===== src/rtl/vedic_mul_seq_pkg.sv =====
// Shared types for the sequential Vedic multiplier: RISC-V M-extension op encoding and FSM states.
package vedic_mul_pkg;

    typedef enum logic [1:0] {
        OP_MUL    = 2'b00,
        OP_MULH   = 2'b01,
        OP_MULHSU = 2'b10,
        OP_MULHU  = 2'b11
    } mul_op_e;

    typedef enum logic [2:0] {
        S_IDLE = 3'd0,
        S_PP0  = 3'd1,
        S_PP1  = 3'd2,
        S_PP2  = 3'd3,
        S_PP3  = 3'd4,
        S_CORR = 3'd5,
        S_DONE = 3'd6
    } mul_state_e;

endpackage


===== src/rtl/vedic_mul_seq_if.sv =====
// Issue-side and writeback-side valid/ready handshake of the sequential multiplier.
interface vedic_mul_seq_if #(
    parameter int WIDTH = 32
);
    logic             in_valid;
    logic             in_ready;
    logic [1:0]       in_op;
    logic [WIDTH-1:0] in_a;
    logic [WIDTH-1:0] in_b;
    logic             out_valid;
    logic             out_ready;
    logic [WIDTH-1:0] out_result;

    modport master (
        output in_valid, in_op, in_a, in_b, out_ready,
        input  in_ready, out_valid, out_result
    );

    modport slave (
        input  in_valid, in_op, in_a, in_b, out_ready,
        output in_ready, out_valid, out_result
    );
endinterface


===== src/rtl/vedic_mul_unsigned_nbits.sv =====
// Combinational unsigned WIDTHxWIDTH -> 2*WIDTH Vedic (urdhva) multiplier, built recursively
// from four half-width cores; odd or small widths fall back to a plain product.
module vedic_mul_unsigned_nbits #(
    parameter int WIDTH = 16
) (
    input  logic [WIDTH-1:0]   a,
    input  logic [WIDTH-1:0]   b,
    output logic [2*WIDTH-1:0] p
);
    if (WIDTH <= 4 || (WIDTH % 2) != 0) begin : g_leaf
        assign p = {{WIDTH{1'b0}}, a} * {{WIDTH{1'b0}}, b};
    end else begin : g_split
        localparam int Q = WIDTH / 2;
        logic [WIDTH-1:0] ll, lh, hl, hh;

        vedic_mul_unsigned_nbits #(.WIDTH(Q)) u_ll (.a(a[Q-1:0]),     .b(b[Q-1:0]),     .p(ll));
        vedic_mul_unsigned_nbits #(.WIDTH(Q)) u_lh (.a(a[Q-1:0]),     .b(b[WIDTH-1:Q]), .p(lh));
        vedic_mul_unsigned_nbits #(.WIDTH(Q)) u_hl (.a(a[WIDTH-1:Q]), .b(b[Q-1:0]),     .p(hl));
        vedic_mul_unsigned_nbits #(.WIDTH(Q)) u_hh (.a(a[WIDTH-1:Q]), .b(b[WIDTH-1:Q]), .p(hh));

        // Cross terms land Q bits up; hh/ll concatenate without overlap.
        assign p = {hh, ll}
                 + ({{WIDTH{1'b0}}, lh} << Q)
                 + ({{WIDTH{1'b0}}, hl} << Q);
    end
endmodule


===== src/rtl/vedic_mul_seq.sv =====
// Multicycle WIDTHxWIDTH multiplier (MUL/MULH/MULHSU/MULHU) time-sharing one half-width Vedic core.
// Optional last-operand cache: define VEDIC_MUL_SEQ_OPCACHE_EN.
module vedic_mul_seq
    import vedic_mul_pkg::*;
#(
    parameter int WIDTH = 32
) (
    input  logic             clk,
    input  logic             rst_n,
    input  logic             flush,
    vedic_mul_seq_if.slave   bus,
    output logic             busy
);
    localparam int H  = WIDTH / 2;
    localparam int W2 = 2 * WIDTH;

    mul_state_e        state_q, state_d;
    logic [WIDTH-1:0]  a_q, b_q;
    mul_op_e           op_q;
    logic [W2-1:0]     acc;
    logic              out_valid_q;
    logic [WIDTH-1:0]  out_result_q;

    logic [H-1:0]      core_a, core_b;
    logic [WIDTH-1:0]  core_p;
    logic [W2-1:0]     pp_shifted;
    logic [W2-1:0]     acc_sum;
    logic [WIDTH-1:0]  corr_hi;
    logic [WIDTH-1:0]  res_sel;
    logic              a_signed, b_signed;
    logic              cache_hit;

    vedic_mul_unsigned_nbits #(.WIDTH(H)) u_core (
        .a (core_a),
        .b (core_b),
        .p (core_p)
    );

    assign acc_sum  = acc + pp_shifted;
    assign a_signed = (op_q == OP_MULH) || (op_q == OP_MULHSU);
    assign b_signed = (op_q == OP_MULH);
    // Unsigned product minus the weight of each negative signed operand, on the high half only.
    assign corr_hi  = acc[W2-1:WIDTH]
                    - ((a_signed && a_q[WIDTH-1]) ? b_q : '0)
                    - ((b_signed && b_q[WIDTH-1]) ? a_q : '0);
    assign res_sel  = (op_q == OP_MUL) ? acc[WIDTH-1:0] : acc[W2-1:WIDTH];

`ifdef VEDIC_MUL_SEQ_OPCACHE_EN
    logic [WIDTH-1:0] last_a, last_b;
    logic [W2-1:0]    last_acc;
    logic             last_vld;

    // Compared against the latched operands in PP0, keeping the comparator off the input path.
    assign cache_hit = last_vld && (a_q == last_a) && (b_q == last_b);

    always_ff @(posedge clk or negedge rst_n) begin
        if (!rst_n) begin
            last_a   <= '0;
            last_b   <= '0;
            last_acc <= '0;
            last_vld <= 1'b0;
        end else if (flush) begin
            last_vld <= 1'b0;
        end else if (state_q == S_PP3) begin
            last_a   <= a_q;
            last_b   <= b_q;
            last_acc <= acc_sum;
            last_vld <= 1'b1;
        end
    end
`else
    assign cache_hit = 1'b0;
`endif

    always_ff @(posedge clk or negedge rst_n) begin
        if (!rst_n) state_q <= S_IDLE;
        else        state_q <= state_d;
    end

    always_comb begin
        state_d = state_q;
        if (flush) begin
            state_d = S_IDLE;
        end else begin
            case (state_q)
                S_IDLE:  if (bus.in_valid) state_d = S_PP0;
                S_PP0:   state_d = cache_hit ? S_CORR : S_PP1;
                S_PP1:   state_d = S_PP2;
                S_PP2:   state_d = S_PP3;
                S_PP3:   state_d = S_CORR;
                S_CORR:  state_d = S_DONE;
                S_DONE:  if (out_valid_q && bus.out_ready) state_d = S_IDLE;
                default: state_d = S_IDLE;
            endcase
        end
    end

    always_comb begin
        bus.in_ready = (state_q == S_IDLE);
        busy         = (state_q != S_IDLE);
        core_a       = a_q[H-1:0];
        core_b       = b_q[H-1:0];
        pp_shifted   = {{WIDTH{1'b0}}, core_p};
        case (state_q)
            S_PP1: begin
                core_b     = b_q[WIDTH-1:H];
                pp_shifted = {{WIDTH{1'b0}}, core_p} << H;
            end
            S_PP2: begin
                core_a     = a_q[WIDTH-1:H];
                pp_shifted = {{WIDTH{1'b0}}, core_p} << H;
            end
            S_PP3: begin
                core_a     = a_q[WIDTH-1:H];
                core_b     = b_q[WIDTH-1:H];
                pp_shifted = {core_p, {WIDTH{1'b0}}};
            end
            default: ;
        endcase
    end

    always_ff @(posedge clk or negedge rst_n) begin
        if (!rst_n) begin
            a_q          <= '0;
            b_q          <= '0;
            op_q         <= OP_MUL;
            acc          <= '0;
            out_valid_q  <= 1'b0;
            out_result_q <= '0;
        end else if (flush) begin
            out_valid_q <= 1'b0;
        end else begin
            case (state_q)
                S_IDLE: if (bus.in_valid) begin
                    a_q  <= bus.in_a;
                    b_q  <= bus.in_b;
                    op_q <= mul_op_e'(bus.in_op);
                    acc  <= '0;
                end
`ifdef VEDIC_MUL_SEQ_OPCACHE_EN
                S_PP0:  acc <= cache_hit ? last_acc : acc_sum;
`else
                S_PP0:  acc <= acc_sum;
`endif
                S_PP1, S_PP2, S_PP3: acc <= acc_sum;
                S_CORR: acc[W2-1:WIDTH] <= corr_hi;
                // First DONE cycle registers the result; it then holds until the consumer takes it.
                S_DONE: begin
                    if (!out_valid_q) begin
                        out_valid_q  <= 1'b1;
                        out_result_q <= res_sel;
                    end else if (bus.out_ready) begin
                        out_valid_q <= 1'b0;
                    end
                end
                default: ;
            endcase
        end
    end

    assign bus.out_valid  = out_valid_q;
    assign bus.out_result = out_result_q;

endmodule

===== src/flat_wrapper.sv =====
// flat-port wrapper written by rule: the top's interface ports become plain ports
module vedic_mul_seq_flat import vedic_mul_pkg::*;
#(
    parameter int WIDTH = 32
)
  (clk, rst_n, flush, busy, bus_in_valid, bus_in_op, bus_in_a, bus_in_b, bus_out_ready, bus_in_ready, bus_out_valid, bus_out_result);
  vedic_mul_seq_if #(.WIDTH(WIDTH)) bus_i ();
  input  logic clk;
  input  logic rst_n;
  input  logic flush;
  output logic busy;
  input wire logic [$bits(bus_i.in_valid)-1:0] bus_in_valid;
  input wire logic [$bits(bus_i.in_op)-1:0] bus_in_op;
  input wire logic [$bits(bus_i.in_a)-1:0] bus_in_a;
  input wire logic [$bits(bus_i.in_b)-1:0] bus_in_b;
  input wire logic [$bits(bus_i.out_ready)-1:0] bus_out_ready;
  output wire logic [$bits(bus_i.in_ready)-1:0] bus_in_ready;
  output wire logic [$bits(bus_i.out_valid)-1:0] bus_out_valid;
  output wire logic [$bits(bus_i.out_result)-1:0] bus_out_result;
  assign bus_i.in_valid = bus_in_valid;
  assign bus_i.in_op = bus_in_op;
  assign bus_i.in_a = bus_in_a;
  assign bus_i.in_b = bus_in_b;
  assign bus_i.out_ready = bus_out_ready;
  assign bus_in_ready = bus_i.in_ready;
  assign bus_out_valid = bus_i.out_valid;
  assign bus_out_result = bus_i.out_result;
  vedic_mul_seq #(.WIDTH(WIDTH)) u_core (.clk(clk), .rst_n(rst_n), .flush(flush), .bus(bus_i), .busy(busy));
endmodule

===== config.mk =====
export PLATFORM = sky130hd
export DESIGN_NAME = vedic_mul_seq_flat
export DESIGN_NICKNAME = d
export VERILOG_FILES = /design/src/rtl/vedic_mul_seq_pkg.sv /design/src/rtl/vedic_mul_seq_if.sv /design/src/rtl/vedic_mul_unsigned_nbits.sv /design/src/rtl/vedic_mul_seq.sv /design/src/flat_wrapper.sv
export SDC_FILE = /design/constraint.sdc
export NUM_CORES = 1
export LEC_CHECK = 0
export ABC_AREA = 1
export BUFFER_PORTS_ARGS = -buffer_cell sky130_fd_sc_hd__buf_2
export CAP_MARGIN = 20
export CORE_ASPECT_RATIO = 1.2
export CORE_UTILIZATION = 40
export DETAILED_ROUTE_END_ITERATION = 6
export PLACE_DENSITY_LB_ADDON = 0.1
export RECOVER_POWER = 25
export SLEW_MARGIN = 20
export SYNTH_ARGS = -nofsm -noshare
export SYNTH_HDL_FRONTEND = slang
export SYNTH_SLANG_ARGS = --single-unit

===== constraint.sdc =====
create_clock -name clk -period 15.6 [get_ports clk]
set_clock_uncertainty 0.2 [all_clocks]
set_input_delay 3.12 -clock clk [delete_from_list [all_inputs] [get_ports clk]]
set_output_delay 3.12 -clock clk [all_outputs]
set_load 0.005 [all_outputs]

==> metrics.txt <==
# TYPE chip_impl_metric gauge
chip_impl_metric{name="ctsHtreeMaxLevel",unit=""} 4
chip_impl_metric{name="antenna_found_initial",unit=""} 2
chip_impl_info{name="critPathMostFrequentCell",value="sky130_fd_sc_hd__a21oi_1"} 1
chip_impl_info{name="cts_tree",value="yes"} 1
chip_impl_metric{name="finished_core_util",unit="%"} 44.3
chip_impl_info{name="violated_checks",value="max-capacitance violations, max-slew violations"} 1
chip_impl_info{name="run_status",value="finished, violations left"} 1
chip_impl_metric{name="average_vias_per_placed_instance",unit=""} 5.41
chip_impl_info{name="cts.root.buffer_cell",value="sky130_fd_sc_hd__clkbuf_16"} 1
chip_impl_metric{name="finish.instance_area",unit="µm²"} 27100
chip_impl_metric{name="post-cts-setup-buffers",unit=""} 0
chip_impl_metric{name="synth.net_count",unit=""} 4112
chip_impl_metric{name="post-route-min-period",unit="ns"} 12.06
chip_impl_metric{name="sequential_cell_area",unit="µm²"} 4150
chip_impl_metric{name="post-dp-hpwl",unit="mm"} 87.3
chip_impl_info{name="grt_setup_unrepaired",value="no"} 1
chip_impl_metric{name="die_area",unit="µm²"} 63400
chip_impl_metric{name="postSynthAreaPerCell",unit="µm²"} 7.03
chip_impl_metric{name="cp_data_arrival_time",unit="ns"} 12.24
chip_impl_metric{name="n_fill_cell",unit=""} 6552
chip_impl_metric{name="crit_path_max_incr_delay",unit="ns"} 0.63
chip_impl_metric{name="drt-total-wl",unit="mm"} 103
chip_impl_info{name="path_class",value="reg2reg"} 1
chip_impl_metric{name="slew_headroom",unit="%"} -128
chip_impl_metric{name="placed_cell_area",unit="µm²"} 26500
chip_impl_metric{name="die_width",unit="µm"} 230
chip_impl_metric{name="cts-root-to-sink-buffers",unit=""} 2
chip_impl_metric{name="areaGrowthSynthToFinish",unit="%"} 8.67
chip_impl_metric{name="wl_per_instance",unit="µm"} 23.1
chip_impl_metric{name="numPortBuffers",unit=""} 105
chip_impl_metric{name="ys_types",unit=""} 57
chip_impl_metric{name="worst-r2r-setup-slack",unit="ns"} 3.54
chip_impl_info{name="hold-path-endpoint",value="u_core.bus.out_result[23]$_DFFE_PN0P_"} 1
chip_impl_metric{name="report.final.hold_viol_count",unit=""} 0
chip_impl_metric{name="ant_nets",unit=""} 0
chip_impl_info{name="worst_hold_startpoint",value="u_core.bus.out_result[23]$_DFFE_PN0P_"} 1
chip_impl_metric{name="seq_area_frac_synth",unit="%"} 16.6
chip_impl_metric{name="floorplan_row_count",unit=""} 99
chip_impl_metric{name="tritoncts.num_buffers",unit=""} 17
chip_impl_metric{name="io_pins",unit=""} 106
chip_impl_metric{name="numClockSinks",unit=""} 166
chip_impl_info{name="cp_slowest_cell",value="sky130_fd_sc_hd__nand2_2"} 1
chip_impl_metric{name="placer_s_final_routability_congestion_estimate",unit=""} 1.12
chip_impl_metric{name="hold-path-cell-count",unit=""} 2
chip_impl_metric{name="design.final.nets",unit=""} 4202
chip_impl_info{name="origin_of_the_critical_flop_to_flop_path",value="u_core.state_q[0]$_DFFE_PN0P_"} 1
chip_impl_metric{name="clk_pin_slew_worst_paths",unit="ns"} 0.08
chip_impl_metric{name="drive_gt1_share",unit="%"} 8.86
chip_impl_metric{name="number_of_max_slew_violations_in_the_final_report",unit=""} 132
chip_impl_metric{name="ys_seq_elements",unit=""} 166
chip_impl_metric{name="via_count",unit=""} 24200
chip_impl_metric{name="die_height",unit="µm"} 276
chip_impl_metric{name="first_global_vias",unit=""} 24000
chip_impl_metric{name="grt_remaining_overflow",unit=""} 0
chip_impl_info{name="hp-class",value="reg2reg"} 1
chip_impl_metric{name="drv.max_cap_violation_count",unit=""} 3
chip_impl_metric{name="synth_edf_count",unit=""} 0
chip_impl_metric{name="setup_total_negative_slack",unit="ns"} 0
chip_impl_metric{name="cts_hold_buffers",unit=""} 0
chip_impl_metric{name="grt_max_degree",unit=""} 101
chip_impl_info{name="most-common-layout-cells",value="sky130_fd_sc_hd__nand2_1 (717), sky130_fd_sc_hd__inv_1 (511), sky130_fd_sc_hd__nor2_1 (499)"} 1
chip_impl_metric{name="synth-warning-count",unit=""} 0
chip_impl_metric{name="fmax",unit="MHz"} 82.9
chip_impl_metric{name="netlist_instances",unit=""} 3554
chip_impl_metric{name="worst-path-buf-inv",unit=""} 5
chip_impl_metric{name="post_cts_resize_count",unit=""} 0
chip_impl_metric{name="diodes",unit=""} 0
chip_impl_info{name="yosys_most_used_dff",value="sky130_fd_sc_hd__dfrtp_1"} 1
chip_impl_info{name="layout_commonest_cell",value="sky130_fd_sc_hd__nand2_1"} 1
chip_impl_info{name="critical_path_startpoint_category",value="flip-flop"} 1
chip_impl_metric{name="multi_input_area",unit="µm²"} 18500
chip_impl_metric{name="syn-cell-area",unit="µm²"} 25000
chip_impl_metric{name="drcViolationCount",unit=""} 0
chip_impl_metric{name="placeableCoreArea",unit="µm²"} 61200
chip_impl_metric{name="fin_crit_sh",unit="%"} 77.3
chip_impl_metric{name="detailedRoute.firstIterationViolations",unit=""} 1587
chip_impl_metric{name="worst_r2r_path_depth",unit=""} 49
chip_impl_metric{name="insertion_delay",unit="ns"} 0.51
chip_impl_info{name="regToRegEndpoint",value="u_core.acc[49]$_DFFE_PN0P_"} 1
chip_impl_metric{name="drt-pass1-iter-count",unit=""} 6
chip_impl_metric{name="floorplan.initialDensity",unit="%"} 40.8
chip_impl_metric{name="ys_async_sr_fraction",unit="%"} 100
chip_impl_metric{name="finalSetupViolations",unit=""} 0
chip_impl_metric{name="critical_path.max_fanout",unit=""} 32
chip_impl_metric{name="global_route_wire_length_before_repair",unit="mm"} 152
chip_impl_metric{name="timing.critical_path.required",unit="ns"} 15.78
chip_impl_metric{name="tightest_slew",unit="ns"} 3.42
chip_impl_info{name="path_delay_family",value="compound AO/OA/AOI/OAI gates"} 1
chip_impl_info{name="critical_path_end_type",value="flip-flop"} 1
chip_impl_metric{name="grt_util_all_layers",unit="%"} 32.8
## how the worst max path moves through the flow
| stage | slack (ns) | cells after the start | start | to |
|---|---|---|---|---|
| 2_1_floorplan | 6.24 | 58 | u_core.state_q[2]$_DFFE_PN0P_ | u_core.acc[61]$_DFFE_PN0P_ |
| 3_3_place_gp | 3.86 | 49 | u_core.state_q[0]$_DFFE_PN0P_ | u_core.acc[49]$_DFFE_PN0P_ |
| 3_5_place_dp | 3.87 | 49 | u_core.state_q[0]$_DFFE_PN0P_ | u_core.acc[49]$_DFFE_PN0P_ |
| 4_1_cts | 3.86 | 49 | u_core.state_q[0]$_DFFE_PN0P_ | u_core.acc[49]$_DFFE_PN0P_ |
| 5_1_grt | 2.86 | 57 | u_core.state_q[0]$_DFFE_PN0P_ | u_core.acc[63]$_DFFE_PN0P_ |
| 6_report | 3.54 | 49 | u_core.state_q[0]$_DFFE_PN0P_ | u_core.acc[49]$_DFFE_PN0P_ |
## worst reg2reg max path: cells and delay by family, from the launching register on
kind,cells,cell delay [ns]
flops,1,0.46
buf+inv,5,0.71
simple gates,16,2.15
xor+xnor,3,0.95
fa+ha+maj,8,3.56
compound gates,17,3.92
## cell usage after synthesis (6+ instances only)
library cell,instances,share of area [%]
sky130_fd_sc_hd__nor2_1,499,7.5
sky130_fd_sc_hd__nor4_1,6,0.15
sky130_fd_sc_hd__fa_1,149,12
sky130_fd_sc_hd__mux2_2,32,1.4
sky130_fd_sc_hd__a211oi_1,7,0.21
sky130_fd_sc_hd__o221ai_1,6,0.21
sky130_fd_sc_hd__nand2_1,717,11
sky130_fd_sc_hd__a21oi_2,10,0.35
sky130_fd_sc_hd__a31oi_1,30,0.75
sky130_fd_sc_hd__ha_1,338,17
sky130_fd_sc_hd__nand3_1,121,2.4
sky130_fd_sc_hd__inv_2,46,0.69
sky130_fd_sc_hd__o21bai_1,20,0.60
sky130_fd_sc_hd__o21ai_0,149,3.0
sky130_fd_sc_hd__xor2_1,64,2.2
sky130_fd_sc_hd__xnor2_1,55,1.9
sky130_fd_sc_hd__nor3_1,18,0.36
sky130_fd_sc_hd__clkbuf_1,43,0.65
sky130_fd_sc_hd__nand4_1,20,0.50
sky130_fd_sc_hd__a21oi_1,312,6.3
sky130_fd_sc_hd__a21o_1,20,0.60
sky130_fd_sc_hd__nand3b_1,13,0.39
sky130_fd_sc_hd__a21boi_0,6,0.18
sky130_fd_sc_hd__dfrtp_1,166,17
sky130_fd_sc_hd__nand2_2,6,0.15
sky130_fd_sc_hd__o21ai_2,37,1.3
sky130_fd_sc_hd__inv_1,511,7.7
sky130_fd_sc_hd__buf_2,13,0.26
sky130_fd_sc_hd__or2_2,10,0.25
sky130_fd_sc_hd__o21ai_1,31,0.62
sky130_fd_sc_hd__o22ai_1,42,1.1
## cell families (layout without fill, tap and decap cells)
kind of cell    count (synthesis)  count (layout)  synth area share (%)
buf+inv                       620             723                  9.46
fa+ha+maj                     487             487                  28.9
simple gates                 1433            1433                  23.2
compound gates                691             691                  15.9
xor+xnor                      120             120                  4.24
mux                            37              37                  1.64
flops                         166             166                  16.6
## area by class of cell
cell class	instances	share of cell area, %
multi-input cells	2768	68.1
flip-flops and latches	166	15.3
inverters	557	7.71
well taps	808	3.73
repair buffers	134	2.78
clock buffers	17	1.57
clock inverters	15	0.798
## state kept, by name, indices dropped and copies added (netlist names)
| register | flops |
|---|---|
| u_core.bus.out_valid | 1 |
| u_core.state_q | 3 |
| u_core.b_q | 32 |
| u_core.bus.out_result | 32 |
| u_core.a_q | 32 |
| u_core.op_q | 2 |
| u_core.acc | 64 |
## stage by stage
step | setup slack (ns) | std cells | hold slack [ns]
finish | 3.54 | 4465 | 0.328
global route | 2.86 | 4465 | 0.371
CTS | 3.86 | 4464 | 0.332
detailed placement | 3.87 | 4432 | 0.315
global placement | 3.86 | 4432 | 0.305
floorplan | 6.24 | 3554 | 0.277
## routing by layer
metal  part of all wire [%]  global-route usage [%]  routed length [µm]  vias to the layer above
li1                       -                       -                   -                    11700
met1                     40                    37.7               40900                    11400
met2                     49                    58.0               50100                      767
met3                    4.4                    3.41                4490                      246
met4                    7.2                    21.2                7460                        2
met5                  0.016                       0                  16                        -
Power is left out: the tool's default activity adds up to more than one toggle a clock period on the data nets, which glitch-free logic cannot reach.
